[config.mk]
export PLATFORM = sky130hd
export DESIGN_NAME = strawman_tx_fsm_flat
export DESIGN_NICKNAME = d
export VERILOG_FILES = /design/src/rtl/strawman_pkg.sv /design/src/rtl/strawman_tx_fsm_if.sv /design/src/rtl/strawman_flit_pack.sv /design/src/rtl/strawman_tx_fsm.sv /design/src/flat_wrapper.sv
export SDC_FILE = /design/constraint.sdc
export NUM_CORES = 1
export LEC_CHECK = 0
export CAP_MARGIN = 30
export CORE_MARGIN = 2
export CORE_UTILIZATION = 30
export DETAILED_ROUTE_END_ITERATION = 6
export SETUP_SLACK_MARGIN = 0.2
export SYNTH_ARGS = -nofsm -noshare
export SYNTH_HDL_FRONTEND = slang
export SYNTH_SLANG_ARGS = --single-unit
[constraint.sdc]
create_clock -name clk -period 2.2 [get_ports clk]
set_clock_uncertainty 0.1 [all_clocks]
set_input_delay 0.22 -clock clk [delete_from_list [all_inputs] [get_ports clk]]
set_output_delay 0.22 -clock clk [all_outputs]
set_load 0.02 [all_outputs]
[src/rtl/strawman_pkg.sv]
// Shared definitions for the strawman link TX/RX blocks: command codes,
// header layout, legal length range, FSM states and request payload.
package strawman_pkg;

    localparam int unsigned FLIT_W = 40;
    localparam int unsigned WORD_W = 32;
    localparam int unsigned CMD_W  = 3;
    localparam int unsigned LEN_W  = 3;
    localparam int unsigned FEAT_W = 6;
    localparam int unsigned CNT_W  = 6;

    localparam logic [CMD_W-1:0] CMD_READ_REQ  = 3'b000;
    localparam logic [CMD_W-1:0] CMD_WRITE_REQ = 3'b001;
    localparam logic [CMD_W-1:0] CMD_READ_RESP = 3'b010;

    // Length field is log2 of the word count; 5 (32 words) is the largest legal size.
    localparam logic [LEN_W-1:0] LEN_MAX_LEGAL = 3'd5;

    localparam int unsigned HDR_EXT_BIT     = 0;
    localparam int unsigned HDR_ONE_BIT     = 1;
    localparam int unsigned HDR_CMD_LSB     = 2;
    localparam int unsigned HDR_LEN_LSB     = 5;
    localparam int unsigned HDR_PAYLOAD_LSB = 8;
    localparam int unsigned HDR_F1_LSB      = 8;
    localparam int unsigned HDR_F2_LSB      = 14;

    typedef enum logic [1:0] {
        ST_IDLE    = 2'd0,
        ST_HEADER  = 2'd1,
        ST_EX_ADDR = 2'd2,
        ST_BODY    = 2'd3
    } state_e;

    typedef struct packed {
        logic              ext;
        logic [CMD_W-1:0]  cmd;
        logic [LEN_W-1:0]  length;
        logic [FEAT_W-1:0] feature1;
        logic [FEAT_W-1:0] feature2;
    } req_ctl_t;

    function automatic logic is_legal(input logic [CMD_W-1:0] cmd, input logic [LEN_W-1:0] length);
        return (cmd <= CMD_READ_RESP) && (length <= LEN_MAX_LEGAL);
    endfunction

    function automatic logic [CNT_W-1:0] word_count(input logic [LEN_W-1:0] length);
        return CNT_W'(1) << length;
    endfunction

endpackage

[src/rtl/strawman_tx_fsm_if.sv]
// Request, payload and flit-output bundle between a packet source and the TX FSM.
interface strawman_tx_fsm_if import strawman_pkg::*; #(
    parameter int unsigned DATA_LINE_WIDTH = FLIT_W,
    parameter int unsigned WORD_SIZE       = WORD_W
);
    logic                       i_req_valid;
    logic                       o_req_ready;
    logic [CMD_W-1:0]           i_cmd;
    logic                       i_ext;
    logic [LEN_W-1:0]           i_length;
    logic [WORD_SIZE-1:0]       i_address;
    logic [FEAT_W-1:0]          i_feature1;
    logic [FEAT_W-1:0]          i_feature2;
    logic [WORD_SIZE-1:0]       i_data;
    logic                       i_data_valid;
    logic                       o_data_ready;
    logic                       i_tx_ready;
    logic [DATA_LINE_WIDTH-1:0] o_flit;
    logic                       o_flit_wen;
    logic                       o_err;

    modport slave (
        input  i_req_valid, i_cmd, i_ext, i_length, i_address, i_feature1, i_feature2,
        input  i_data, i_data_valid, i_tx_ready,
        output o_req_ready, o_data_ready, o_flit, o_flit_wen, o_err
    );

    modport master (
        output i_req_valid, i_cmd, i_ext, i_length, i_address, i_feature1, i_feature2,
        output i_data, i_data_valid, i_tx_ready,
        input  o_req_ready, o_data_ready, o_flit, o_flit_wen, o_err
    );
endinterface

[src/rtl/strawman_flit_pack.sv]
// Combinational flit assembly from the latched request fields, the current
// state and the live payload word.
module strawman_flit_pack import strawman_pkg::*; #(
    parameter int unsigned DATA_LINE_WIDTH = FLIT_W,
    parameter int unsigned WORD_SIZE       = WORD_W
) (
    input  state_e                     i_state,
    input  req_ctl_t                   i_ctl,
    input  logic [WORD_SIZE-1:0]       i_address,
    input  logic [WORD_SIZE-1:0]       i_data,
    output logic [DATA_LINE_WIDTH-1:0] o_flit_c
);

    always_comb begin
        o_flit_c = '0;
        case (i_state)
            ST_HEADER: begin
                o_flit_c[HDR_EXT_BIT]          = i_ctl.ext;
                o_flit_c[HDR_ONE_BIT]          = 1'b1;
                o_flit_c[HDR_CMD_LSB +: CMD_W] = i_ctl.cmd;
                o_flit_c[HDR_LEN_LSB +: LEN_W] = i_ctl.length;
                // Lightweight read responses piggyback the first data word on the header.
                if (i_ctl.ext) begin
                    o_flit_c[HDR_F1_LSB +: FEAT_W] = i_ctl.feature1;
                    o_flit_c[HDR_F2_LSB +: FEAT_W] = i_ctl.feature2;
                end else if (i_ctl.cmd == CMD_READ_RESP) begin
                    o_flit_c[HDR_PAYLOAD_LSB +: WORD_SIZE] = i_data;
                end else begin
                    o_flit_c[HDR_PAYLOAD_LSB +: WORD_SIZE] = i_address;
                end
            end
            ST_EX_ADDR: o_flit_c[0 +: WORD_SIZE] = i_address;
            ST_BODY:    o_flit_c[0 +: WORD_SIZE] = i_data;
            default:    o_flit_c = '0;
        endcase
    end

endmodule

[src/rtl/strawman_tx_fsm.sv]
// Strawman link TX packetiser: accepts one request at a time and emits
// header / extended-address / body flits toward the TX FIFO.
module strawman_tx_fsm import strawman_pkg::*; #(
    parameter int unsigned DATA_LINE_WIDTH = FLIT_W,
    parameter int unsigned WORD_SIZE       = WORD_W
) (
    input logic              clk,
    input logic              rst,
    strawman_tx_fsm_if.slave bus
);

    state_e                     state_q, state_d;
    req_ctl_t                   ctl_q, ctl_d, req_ctl_c;
    logic [WORD_SIZE-1:0]       addr_q, addr_d;
    logic [CNT_W-1:0]           cnt_q, cnt_d;
    logic [DATA_LINE_WIDTH-1:0] flit_q, flit_d, flit_c;
    logic                       flit_wen_q, flit_wen_d;
    logic                       err_q, err_d;
    logic                       req_ready_c, hs_c, legal_c;
    logic                       data_state_c, emit_c, data_ready_c;

    strawman_flit_pack #(
        .DATA_LINE_WIDTH(DATA_LINE_WIDTH),
        .WORD_SIZE      (WORD_SIZE)
    ) u_flit_pack (
        .i_state  (state_q),
        .i_ctl    (ctl_q),
        .i_address(addr_q),
        .i_data   (bus.i_data),
        .o_flit_c (flit_c)
    );

    always_ff @(posedge clk) begin
        if (rst) state_q <= ST_IDLE;
        else     state_q <= state_d;
    end

    always_comb begin
        state_d = state_q;
        case (state_q)
            ST_IDLE: if (hs_c && legal_c) state_d = ST_HEADER;
            ST_HEADER: begin
                if (emit_c) begin
                    if (ctl_q.ext)                                             state_d = ST_EX_ADDR;
                    else if (ctl_q.cmd == CMD_WRITE_REQ)                       state_d = ST_BODY;
                    else if (ctl_q.cmd == CMD_READ_RESP && cnt_q > CNT_W'(1))  state_d = ST_BODY;
                    else                                                       state_d = ST_IDLE;
                end
            end
            ST_EX_ADDR: if (emit_c) state_d = (ctl_q.cmd == CMD_READ_REQ) ? ST_IDLE : ST_BODY;
            ST_BODY:    if (emit_c && cnt_q <= CNT_W'(1)) state_d = ST_IDLE;
            default:    state_d = ST_IDLE;
        endcase
    end

    // Handshake, emit qualification and next values for the datapath flops.
    always_comb begin
        req_ctl_c    = '{ext: bus.i_ext, cmd: bus.i_cmd, length: bus.i_length,
                         feature1: bus.i_feature1, feature2: bus.i_feature2};
        req_ready_c  = (state_q == ST_IDLE) && !rst;
        hs_c         = bus.i_req_valid && req_ready_c;
        legal_c      = is_legal(bus.i_cmd, bus.i_length);
        data_state_c = (state_q == ST_BODY) ||
                       (state_q == ST_HEADER && !ctl_q.ext && ctl_q.cmd == CMD_READ_RESP);
        emit_c       = (state_q != ST_IDLE) && bus.i_tx_ready && (!data_state_c || bus.i_data_valid);
        data_ready_c = emit_c && data_state_c && !rst;

        ctl_d  = ctl_q;
        addr_d = addr_q;
        cnt_d  = cnt_q;
        if (hs_c) begin
            ctl_d  = req_ctl_c;
            addr_d = bus.i_address;
            cnt_d  = (legal_c && bus.i_cmd != CMD_READ_REQ) ? word_count(bus.i_length) : '0;
        end else if (data_ready_c && cnt_q != '0) begin
            cnt_d = cnt_q - CNT_W'(1);
        end

        flit_wen_d = emit_c;
        flit_d     = emit_c ? flit_c : flit_q;
        err_d      = hs_c && !legal_c;
    end

    always_ff @(posedge clk) begin
        if (rst) begin
            ctl_q      <= '0;
            addr_q     <= '0;
            cnt_q      <= '0;
            flit_q     <= '0;
            flit_wen_q <= 1'b0;
            err_q      <= 1'b0;
        end else begin
            ctl_q      <= ctl_d;
            addr_q     <= addr_d;
            cnt_q      <= cnt_d;
            flit_q     <= flit_d;
            flit_wen_q <= flit_wen_d;
            err_q      <= err_d;
        end
    end

    assign bus.o_req_ready  = req_ready_c;
    assign bus.o_data_ready = data_ready_c;
    assign bus.o_flit       = flit_q;
    assign bus.o_flit_wen   = flit_wen_q;
    assign bus.o_err        = err_q;

endmodule

[src/flat_wrapper.sv]
// flat-port wrapper written by rule: the top's interface ports become plain ports
module strawman_tx_fsm_flat import strawman_pkg::*;
#(
    parameter int unsigned DATA_LINE_WIDTH = FLIT_W,
    parameter int unsigned WORD_SIZE       = WORD_W
)
  (clk, rst, bus_i_req_valid, bus_i_cmd, bus_i_ext, bus_i_length, bus_i_address, bus_i_feature1, bus_i_feature2, bus_i_data, bus_i_data_valid, bus_i_tx_ready, bus_o_req_ready, bus_o_data_ready, bus_o_flit, bus_o_flit_wen, bus_o_err);
  strawman_tx_fsm_if #(.DATA_LINE_WIDTH(DATA_LINE_WIDTH), .WORD_SIZE(WORD_SIZE)) bus_i ();
  input logic clk;
  input logic rst;
  input wire logic [$bits(bus_i.i_req_valid)-1:0] bus_i_req_valid;
  input wire logic [$bits(bus_i.i_cmd)-1:0] bus_i_cmd;
  input wire logic [$bits(bus_i.i_ext)-1:0] bus_i_ext;
  input wire logic [$bits(bus_i.i_length)-1:0] bus_i_length;
  input wire logic [$bits(bus_i.i_address)-1:0] bus_i_address;
  input wire logic [$bits(bus_i.i_feature1)-1:0] bus_i_feature1;
  input wire logic [$bits(bus_i.i_feature2)-1:0] bus_i_feature2;
  input wire logic [$bits(bus_i.i_data)-1:0] bus_i_data;
  input wire logic [$bits(bus_i.i_data_valid)-1:0] bus_i_data_valid;
  input wire logic [$bits(bus_i.i_tx_ready)-1:0] bus_i_tx_ready;
  output wire logic [$bits(bus_i.o_req_ready)-1:0] bus_o_req_ready;
  output wire logic [$bits(bus_i.o_data_ready)-1:0] bus_o_data_ready;
  output wire logic [$bits(bus_i.o_flit)-1:0] bus_o_flit;
  output wire logic [$bits(bus_i.o_flit_wen)-1:0] bus_o_flit_wen;
  output wire logic [$bits(bus_i.o_err)-1:0] bus_o_err;
  assign bus_i.i_req_valid = bus_i_req_valid;
  assign bus_i.i_cmd = bus_i_cmd;
  assign bus_i.i_ext = bus_i_ext;
  assign bus_i.i_length = bus_i_length;
  assign bus_i.i_address = bus_i_address;
  assign bus_i.i_feature1 = bus_i_feature1;
  assign bus_i.i_feature2 = bus_i_feature2;
  assign bus_i.i_data = bus_i_data;
  assign bus_i.i_data_valid = bus_i_data_valid;
  assign bus_i.i_tx_ready = bus_i_tx_ready;
  assign bus_o_req_ready = bus_i.o_req_ready;
  assign bus_o_data_ready = bus_i.o_data_ready;
  assign bus_o_flit = bus_i.o_flit;
  assign bus_o_flit_wen = bus_i.o_flit_wen;
  assign bus_o_err = bus_i.o_err;
  strawman_tx_fsm #(.DATA_LINE_WIDTH(DATA_LINE_WIDTH), .WORD_SIZE(WORD_SIZE)) u_core (.clk(clk), .rst(rst), .bus(bus_i));
endmodule
Word level (Yosys, flattened, before mapping)
Index checks and enable logic that the tools add are counted.

word-level totals
  bits in read-only memories = 0
  word-level logic and storage cells = 71
  latch bits = 0
  bits of input ports = 88
  output and inout bits = 44
  memories = 0
  register bits = 101
  memory bits (writable) = 0

cells by class
  eq/ne operators = 9
  $lt $le $gt $ge = 4
  reductions and logical operators = 28
  bitwise operators = 0
  add/sub/neg operators = 1
  divide/modulo/power cells = 0
  muxes and demuxes = 17
  $mul = 0
  shift-type cells = 1

operators by type and width
  operator               number
  $pmux W32 S3           1
  $mux W32               1
  $mux W20               1
  $mux W6                3
  $mux W2                8
  $logic_and A1 B1 Y1    15
  $mux W12               1
  $mux W8                1
  $ne A2 B1 Y1 const B   4
  $pmux W2 S4            1
  $gt A6 B1 Y1 const B   1
  $le A6 B1 Y1 const B   1
  $reduce_bool A6 Y1     1
  $shl A1 B3 Y6 const A  1
  $sub A6 B1 Y6 const B  1
  $eq A2 B2 Y1 const B   2
  $logic_not A1 Y1       4
  $reduce_and A4 Y1      1
  $reduce_bool A2 Y1     2
  $eq A3 B1 Y1 const B   1
  $eq A3 B2 Y1 const B   1
  $le A3 B2 Y1 const B   1
  $le A3 B3 Y1 const B   1
  $logic_not A3 Y1       1
  4 further kinds        5

Depth between registers and ports, before layout
  depth in word-level cells = 12
  gate-level depth with buffers = 9
  gate-level depth less buffers = 6

Cells and area by module
A second synthesis with hierarchy kept.

second synthesis, totals
  cells, all modules = 609
  area total of the unflattened synthesis = 5205.0 sq um

by module, submodules not included
  module              seq. area each (sq um)  times used  cells an instance  area each (sq um)
  strawman_tx_fsm     2021.9                  1           439                4076.4
  strawman_flit_pack  0.0                     1           170                1128.6

Worst setup path after synthesis
OpenSTA, ideal clock, no wires.

  path kind = register to register
  start point = register u_core.state_q[1]
  end point = register u_core.cnt_q[1]
  required time = 2.021 ns
  path slack = 0.279 ns
  clock period less this slack = 1.921 ns
  buffers on the path = 1
  arrival = 1.742 ns
  setup time = 0.079 ns
  stages on the path, launching flop included = 7
  cell sequence = dfxtp_1 clkbuf_1 nor3_1 nand2_1 nor3_1 nand3_1 o211ai_1

on the way
  elaborated cells on any way between the ends = 18
  those cells by class = eq/ne (2); mux (1); reduce/logical (15)

RTL lines
  what                                           RTL line               source
  start, declared                                strawman_tx_fsm.sv:12  state_e state_q, state_d;
  start signal, assigned                         strawman_tx_fsm.sv:35  else state_q <= state_d;
  $logic_not A2 Y1 *                             strawman_tx_fsm.sv:60  req_ready_c = (state_q == ST_IDLE) && !rst;
  $logic_and A1 B1 Y1 *                          strawman_tx_fsm.sv:60
  net bus_o_req_ready                            flat_wrapper.sv:21     output wire logic [$bits(bus_i.o_req_ready)-1:0] bus_o_req_ready;
  $logic_and A1 B1 Y1 *                          strawman_tx_fsm.sv:61  hs_c = bus.i_req_valid && req_ready_c;
  $mux W6 or $reduce_bool A2 Y1 (tied branches)  -
  end signal, assigned                           strawman_tx_fsm.sv:95  cnt_q <= cnt_d;
  end, declared                                  strawman_tx_fsm.sv:15  logic [CNT_W-1:0] cnt_q, cnt_d;

The timed path passes the listed nets; every way through them passes the cells marked *.
A chain may end at the register's enable or synchronous reset.

Worst setup path after layout
  start point = register u_core.cnt_q[0]
  end point = register u_core.state_q[0]

on the way
  longest elaborated chain between the ends = 7
  elaborated cells on any way between the ends = 11
  those cells by class = order compare (2); eq/ne (1); mux (5); reduce/logical (3)

RTL lines
  what                 RTL line               source
  $gt A6 B1 Y1         strawman_tx_fsm.sv:46  else if (ctl_q.cmd == CMD_READ_RESP && cnt_q > CNT_W'(1)) state_d = ST_BODY;
  $logic_and A1 B1 Y1  strawman_tx_fsm.sv:46
  $mux W2              strawman_tx_fsm.sv:46
  $mux W2              strawman_tx_fsm.sv:45  else if (ctl_q.cmd == CMD_WRITE_REQ) state_d = ST_BODY;
  $mux W2              strawman_tx_fsm.sv:44  if (ctl_q.ext) state_d = ST_EX_ADDR;
  $mux W2              strawman_tx_fsm.sv:43  if (emit_c) begin
  $pmux W2 S4          strawman_tx_fsm.sv:40  case (state_q)

Parallel ways exist; a longest one is shown, timed or not. The select of a mux whose other input is x is not followed.

==> impl_results.rst <==
.. list-table::
   :header-rows: 1

   * - Metric
     - Value
   * - Clock latency reported for the late side of the worst-skew pair
     - 350 ps
   * - Half-perimeter wire length after placement
     - 10740 um
   * - Die outline height
     - between 100 and 150 um
   * - Post-synth top area cell
     - sky130_fd_sc_hd__dfxtp_1
   * - Worst setup slack for register-to-register paths
     - between 300 and 400 ps
   * - Worst r2r path cells
     - 6
   * - Mean cell area of the mapped netlist
     - 8.395 um^2
   * - Leak pwr
     - 2.352 nW
   * - Power density of the placed cells
     - 678.3 nW/um^2
   * - Final weighted congestion in routability-driven placement
     - ~0.8
   * - Required time worst endpoint
     - about 2400 ps
   * - Hold-critical path depth
     - 4
   * - Data arrival, critical path
     - 2000 ps
   * - Most used standard cells in the synthesized netlist
     - sky130_fd_sc_hd__dfxtp_1, sky130_fd_sc_hd__o21ai_0, sky130_fd_sc_hd__nand2_1
   * - Headroom to the max-slew limit
     - 63.78%
   * - Max-Cap Viols
     - 0
   * - Distinct cell type count of the synthesized netlist
     - 45
   * - Fmax
     - 540.9 MHz
   * - Total of warnings raised by yosys
     - 0
   * - Combined global-route utilization of all metal layers
     - 17.08%
   * - Mean number of vias per cell
     - 5.057
   * - Element type at the critical path end
     - flip-flop
   * - Initial Utilization
     - 30.29%
   * - Initial antenna violation count
     - 0
   * - R2R Path Start
     - u_core.cnt_q[0]
   * - Largest net degree at the start of global routing
     - 97
   * - Count of buffers inserted at the top-level ports
     - 131
   * - Share of final-layout standard cells stronger than drive strength 1
     - a little over a tenth
   * - Number of remaining DRC errors
     - 0
   * - Die Footprint
     - approximately 18000 um^2
   * - Number of buffers on the longest clock path
     - 2
   * - Number of rows created at floorplan
     - between 40 and 50
   * - Cell with the most instances after synthesis
     - sky130_fd_sc_hd__dfxtp_1
   * - Die outline width
     - 132.7 um
   * - Highest ir drop seen on vdd
     - 0.4684 mV
   * - Via count of the first global-routing pass
     - around 4600
   * - Root buffer selected by CTS
     - sky130_fd_sc_hd__clkbuf_16
   * - Clk sinks
     - just over 100
   * - Post-CTS Hold Fix Bufs
     - 0
   * - Type of the worst setup path
     - reg -> reg
   * - Final critical path time including I/O delays and setup
     - 1849 ps
   * - Proportion of synthesized flip-flops having asynchronous set or reset
     - 0%
   * - Final worst path period share
     - 84.03%
   * - Final Max Slew Viols
     - 0
   * - Sequential element share of the synthesized area
     - 40.68%
   * - Critical path startpoint category
     - flip-flop
   * - Global-route wire length before repair
     - 23990 um
   * - 1st-pass router iterations
     - 5
   * - Number of enable flip-flop cells after synthesis
     - 0
   * - Wire length per cell after detailed routing
     - between 15 and 20 um
   * - Total global routing overflow
     - 0
   * - Initial DRC Count
     - 310
   * - Maximum net fanout on the critical path
     - 5
   * - Number of nets at the end of the flow
     - between 700 and 800
   * - Area of the mapped netlist
     - roughly 5000 um^2
   * - Standard cell core area
     - 16410 um^2
   * - Main flop type after synthesis
     - sky130_fd_sc_hd__dfxtp_1
   * - H-tree level count
     - 3
   * - Antenna-violating nets left
     - 0
   * - Area growth from synthesis to layout
     - 38.67%
   * - Number of antenna diodes
     - 0
   * - Unrepaired setup endpoints after global routing
     - no
   * - Inserted Clock Buffers
     - 9
   * - Io pins
     - 132
   * - Area fraction of the dominant cell type after synthesis
     - 40.68%
   * - Final setup TNS
     - 0 ps
   * - Post-detailed-routing wire length
     - 15290 um
   * - Status
     - completed
   * - Final Hold Viols
     - 0
   * - Hold endpoint
     - u_core.cnt_q[3]
   * - Synthesized Nets
     - 683
   * - Clock transition at the registers of the reported paths
     - approximately 70 ps
   * - Instance count of the mapped netlist
     - 592
   * - R2r endpoint
     - u_core.state_q[0]
   * - Pin slew with the least headroom to its limit
     - 543.3 ps
   * - Final core utilization
     - 42.00%
   * - Synth top area cells
     - sky130_fd_sc_hd__dfxtp_1, sky130_fd_sc_hd__o21ai_0, sky130_fd_sc_hd__mux2_2
   * - Hold crit path type
     - in -> reg
   * - Setup-failing EPs final
     - 0
   * - Synthesis-stage register bit count
     - about 100
   * - TritonCTS clock tree
     - done
   * - Start point of the worst min-delay path
     - rst
   * - Number of filler cells placed in the layout
     - ~1600
   * - Total via count after detailed routing
     - 4698
[layout by cell type, fill, tap and decap left out, types with 2 or more instances in the layout]
cell,instances
sky130_fd_sc_hd__nand4_1,2
sky130_fd_sc_hd__clkdlybuf4s50_1,128
sky130_fd_sc_hd__a22oi_1,12
sky130_fd_sc_hd__and3b_1,2
sky130_fd_sc_hd__nor3_1,21
sky130_fd_sc_hd__nand3b_1,2
sky130_fd_sc_hd__o211ai_1,27
sky130_fd_sc_hd__a221oi_1,9
sky130_fd_sc_hd__buf_12,3
sky130_fd_sc_hd__dfxtp_1,96
sky130_fd_sc_hd__mux2i_1,32
sky130_fd_sc_hd__a211oi_1,3
sky130_fd_sc_hd__a21oi_1,12
sky130_fd_sc_hd__mux2_2,31
sky130_fd_sc_hd__dlygate4sd2_1,2
sky130_fd_sc_hd__inv_6,2
sky130_fd_sc_hd__o21ai_0,77
sky130_fd_sc_hd__buf_4,15
sky130_fd_sc_hd__bufinv_16,2
sky130_fd_sc_hd__inv_1,3
sky130_fd_sc_hd__dfxtp_2,5
sky130_fd_sc_hd__buf_6,2
sky130_fd_sc_hd__clkbuf_16,9
sky130_fd_sc_hd__nor2_1,47
sky130_fd_sc_hd__nand2b_1,51
sky130_fd_sc_hd__nand2_1,73
sky130_fd_sc_hd__clkbuf_1,2
sky130_fd_sc_hd__xnor2_1,3
sky130_fd_sc_hd__ha_1,3
sky130_fd_sc_hd__o2bb2ai_1,2
sky130_fd_sc_hd__nand3_1,6
[power by group]
part           total (W)  switching (W)  internal, W
Clock            0.00176       0.000719      0.00104
Sequential       0.00205      0.0000968      0.00195
Combinational   0.000871       0.000425     0.000446
Total            0.00467        0.00124      0.00343
[stage by stage]
stage	instance area, um^2	hold slack, ps	total power [W]	worst slack [ps]	cells
final	6892	267.1	0.004675	351.3	929
after global routing	6892	297.8	0.004863	192.0	929
after CTS	6878	255.1	0.004705	255.5	929
after detailed placement	6549	358.6	0.002950	88.45	913
after global placement	6549	358.8	0.002937	126.7	913
after floorplan	4970	228.6	0.002531	279.3	592
[sequential cells by signal (all words and copies together), names as in the netlist]
name,count
u_core.cnt_q,6
u_core.addr_q,32
u_core.ctl_q,19
u_core.bus.o_flit_wen,1
u_core.bus.o_flit,40
u_core.bus.o_err,1
u_core.state_q,2
[worst max path at each step]
stage / start / endpoint / slack (ps) / depth (start not counted)
finish: u_core.cnt_q[0] / u_core.state_q[0] / 350 / 6
global route: u_core.state_q[0] / u_core.state_q[0] / 190 / 6
global placement: bus_i_data_valid / u_core.state_q[1] / 130 / 7
CTS: u_core.cnt_q[0] / u_core.state_q[0] / 260 / 6
detailed placement: bus_i_data_valid / u_core.state_q[1] / 90 / 7
floorplan: u_core.state_q[1] / u_core.cnt_q[1] / 280 / 6
[cell type report]
cell class              count  area (um^2)  area share (%)
flip-flops and latches    101         2028           29.43
multi-input cells         438         2754           39.96
well taps                 220        275.3           3.994
clock inverters             4        77.57           1.126
clock buffers              12        246.5           3.577
repair buffers            151         1499           21.75
inverters                   3        11.26          0.1634
[repair_timing]
item | in CTS | in global routing
setup buffers | 0 | 0
resized for setup | 4 | 7
setup endpoints to repair | 2 | 18
[layer usage]
layer  global-route usage [%]  share of wire, %  vias up
met1                    23.15                48     2215
met4                    5.436               1.6        0
met5                        0                 0        -
met3                    3.333               4.9       16
met2                    27.40                46      157
li1                         -                 -     2310
[kinds of logic after synthesis]
group	Yosys count	synth area share (%)
buf+inv	53	4.431
simple gates	216	21.22
fa+ha+maj	3	0.7554
xor+xnor	3	0.5288
mux	63	13.47
flops	101	40.68
compound gates	153	18.91
[critical path: stages, from the launching register on]
cell and delay [ps]:
sky130_fd_sc_hd__dfxtp_1 390, sky130_fd_sc_hd__inv_1 90, sky130_fd_sc_hd__ha_1 270, sky130_fd_sc_hd__o21ai_1 350, sky130_fd_sc_hd__o22a_1 200, sky130_fd_sc_hd__o22ai_1 90, sky130_fd_sc_hd__a221oi_1 260
Power figures use the tool's default switching activity.
==> edit (same flow settings) <==
Make the reset (`rst`) asynchronous in 2 clocked blocks.
--- a/src/rtl/strawman_tx_fsm.sv
+++ b/src/rtl/strawman_tx_fsm.sv
@@ -30,7 +30,7 @@
         .o_flit_c (flit_c)
     );
 
-    always_ff @(posedge clk) begin
+    always_ff @(posedge clk or posedge rst) begin
         if (rst) state_q <= ST_IDLE;
         else     state_q <= state_d;
     end
@@ -81,7 +81,7 @@
         err_d      = hs_c && !legal_c;
     end
 
-    always_ff @(posedge clk) begin
+    always_ff @(posedge clk or posedge rst) begin
         if (rst) begin
             ctl_q      <= '0;
             addr_q     <= '0;
Behaviour: differs if rst is asserted again (counterexample within 4 cycles, from zero or initial values and one cycle with rst high); with rst held inactive, the same outputs for 4 cycles.
==> edit against the unedited design <==
  * Core utilization rose by 3.3 points
  * Final area rose by 9.3%
  * Fmax shrank 11%
  * Routed wire length up 7.7%
  * Hold slack improved by 0.032 ns
  * Area after synthesis up 3.0%
  * Setup slack worse by 0.22 ns
  * First-iteration DRC count rose by 71%
  * Sequential cell count is the same
Power is not compared: it rests on default switching activity, and its combinational part moved more than twofold at a synthesized area within 25%.
==> edit: results <==
export IMPL_dp_cells=883
export IMPL_drt_wl_total_um=16500
export IMPL_n_all_inverters=8
export IMPL_synthTopCellsByCount="nand2_1, dfrtp_1, mux2i_1"
export IMPL_worstReg2RegEnd="u_core.bus.o_flit[18]"
export IMPL_synth_area_top_cells="dfrtp_1, nand2_1, mux2i_1"
export IMPL_dpl_worst_slack_ns=-0.0454
export IMPL_fin_hold_ws_ns=0.299
export IMPL_met3_usage_pct=3.08
export IMPL_cp_slowest_cell="dfrtp_1"
export IMPL_worst_slew_pin_slew_ns=0.595
export IMPL_synth_xor_area_share_pct=0.513
export IMPL_nClkBuffers=11
export IMPL_nFillCells=1560
export IMPL_fin_ws_ns=0.132
export IMPL_layout_nonclk_buf_share_pct=25.0
export IMPL_wl_per_cell_um=17.9
export IMPL_cp_top_family="compound AO/OA/AOI/OAI gates"
export IMPL_syn_num_nets=639
export IMPL_drtIter0Drc=530
export IMPL_via_per_inst=5.04
export IMPL_place_area_sq_um=6800
export IMPL_drive_above_1_share_pct=14.9
export IMPL_synth_cells=548
export IMPL_track_usage_pct=18.0
export IMPL_grt_max_degree=102
export IMPL_grt_pass1_vias=4581
export IMPL_place_congestion=0.887
export IMPL_nets=786
export IMPL_nNonClkBuffers=175
export IMPL_synth_compound_area_share_pct=13.7
export IMPL_grt_pass1_wl_um=24900
export IMPL_synth_cell_types=47
export IMPL_regArea_sq_um=2530
export IMPL_use_met1_pct=24.8
export IMPL_clk_share_pct=4.30
export IMPL_multi_input_area_share_pct=33.0
export IMPL_synthMuxAreaShare_pct=13.1
export IMPL_seq_share_pct=33.6
export IMPL_async_flop_share_pct=100
export IMPL_status="completed"
export IMPL_drtPass1Iterations=6
export IMPL_synthAdderAreaFrac_pct=0.733
export IMPL_multi_input_gates=400
export IMPL_critPathMaxFanout=5
export IMPL_hpwl_um=10800
export IMPL_seq_area_frac_synth_pct=49.4
export IMPL_hold_start="bus_i_address[6]"
export IMPL_hold_path_cell_count=3
export IMPL_r2r_start="u_core.ctl_q[17]"
export IMPL_crit_arrival_ns=2.20
export IMPL_whs_endpoint="u_core.addr_q[6]"
export IMPL_grt_util_met2_pct=27.8
==> edit: power breakdown <==
part | internal [W] | total, W | switching, W
combinational | 0.00250 | 0.00511 | 0.00260
sequential | 0.00258 | 0.00308 | 0.000500
clock | 0.00103 | 0.00175 | 0.000723
total | 0.00612 | 0.00995 | 0.00383
==> edit: metal layers <==
| metal | wire length [um] | vias to the layer above | part of all wire (%) |
|---|---|---|---|
| met2 | 7580 | 191 | 46 |
| met3 | 1050 | 36 | 6.4 |
| met4 | 498 | 0 | 3.0 |
| li1 | - | 2188 | - |
| met5 | 0 | - | 0 |
| met1 | 7340 | 2225 | 45 |
==> edit: repair_timing <==
| item | 4_1_cts | 5_1_grt |
|---|---|---|
| buffers inserted | 5 | 10 |
| gates cloned | 2 | 4 |
| pin swaps | 7 | 20 |
| setup endpoints to repair | 13 | 44 |
| gates resized for setup | 11 | 37 |
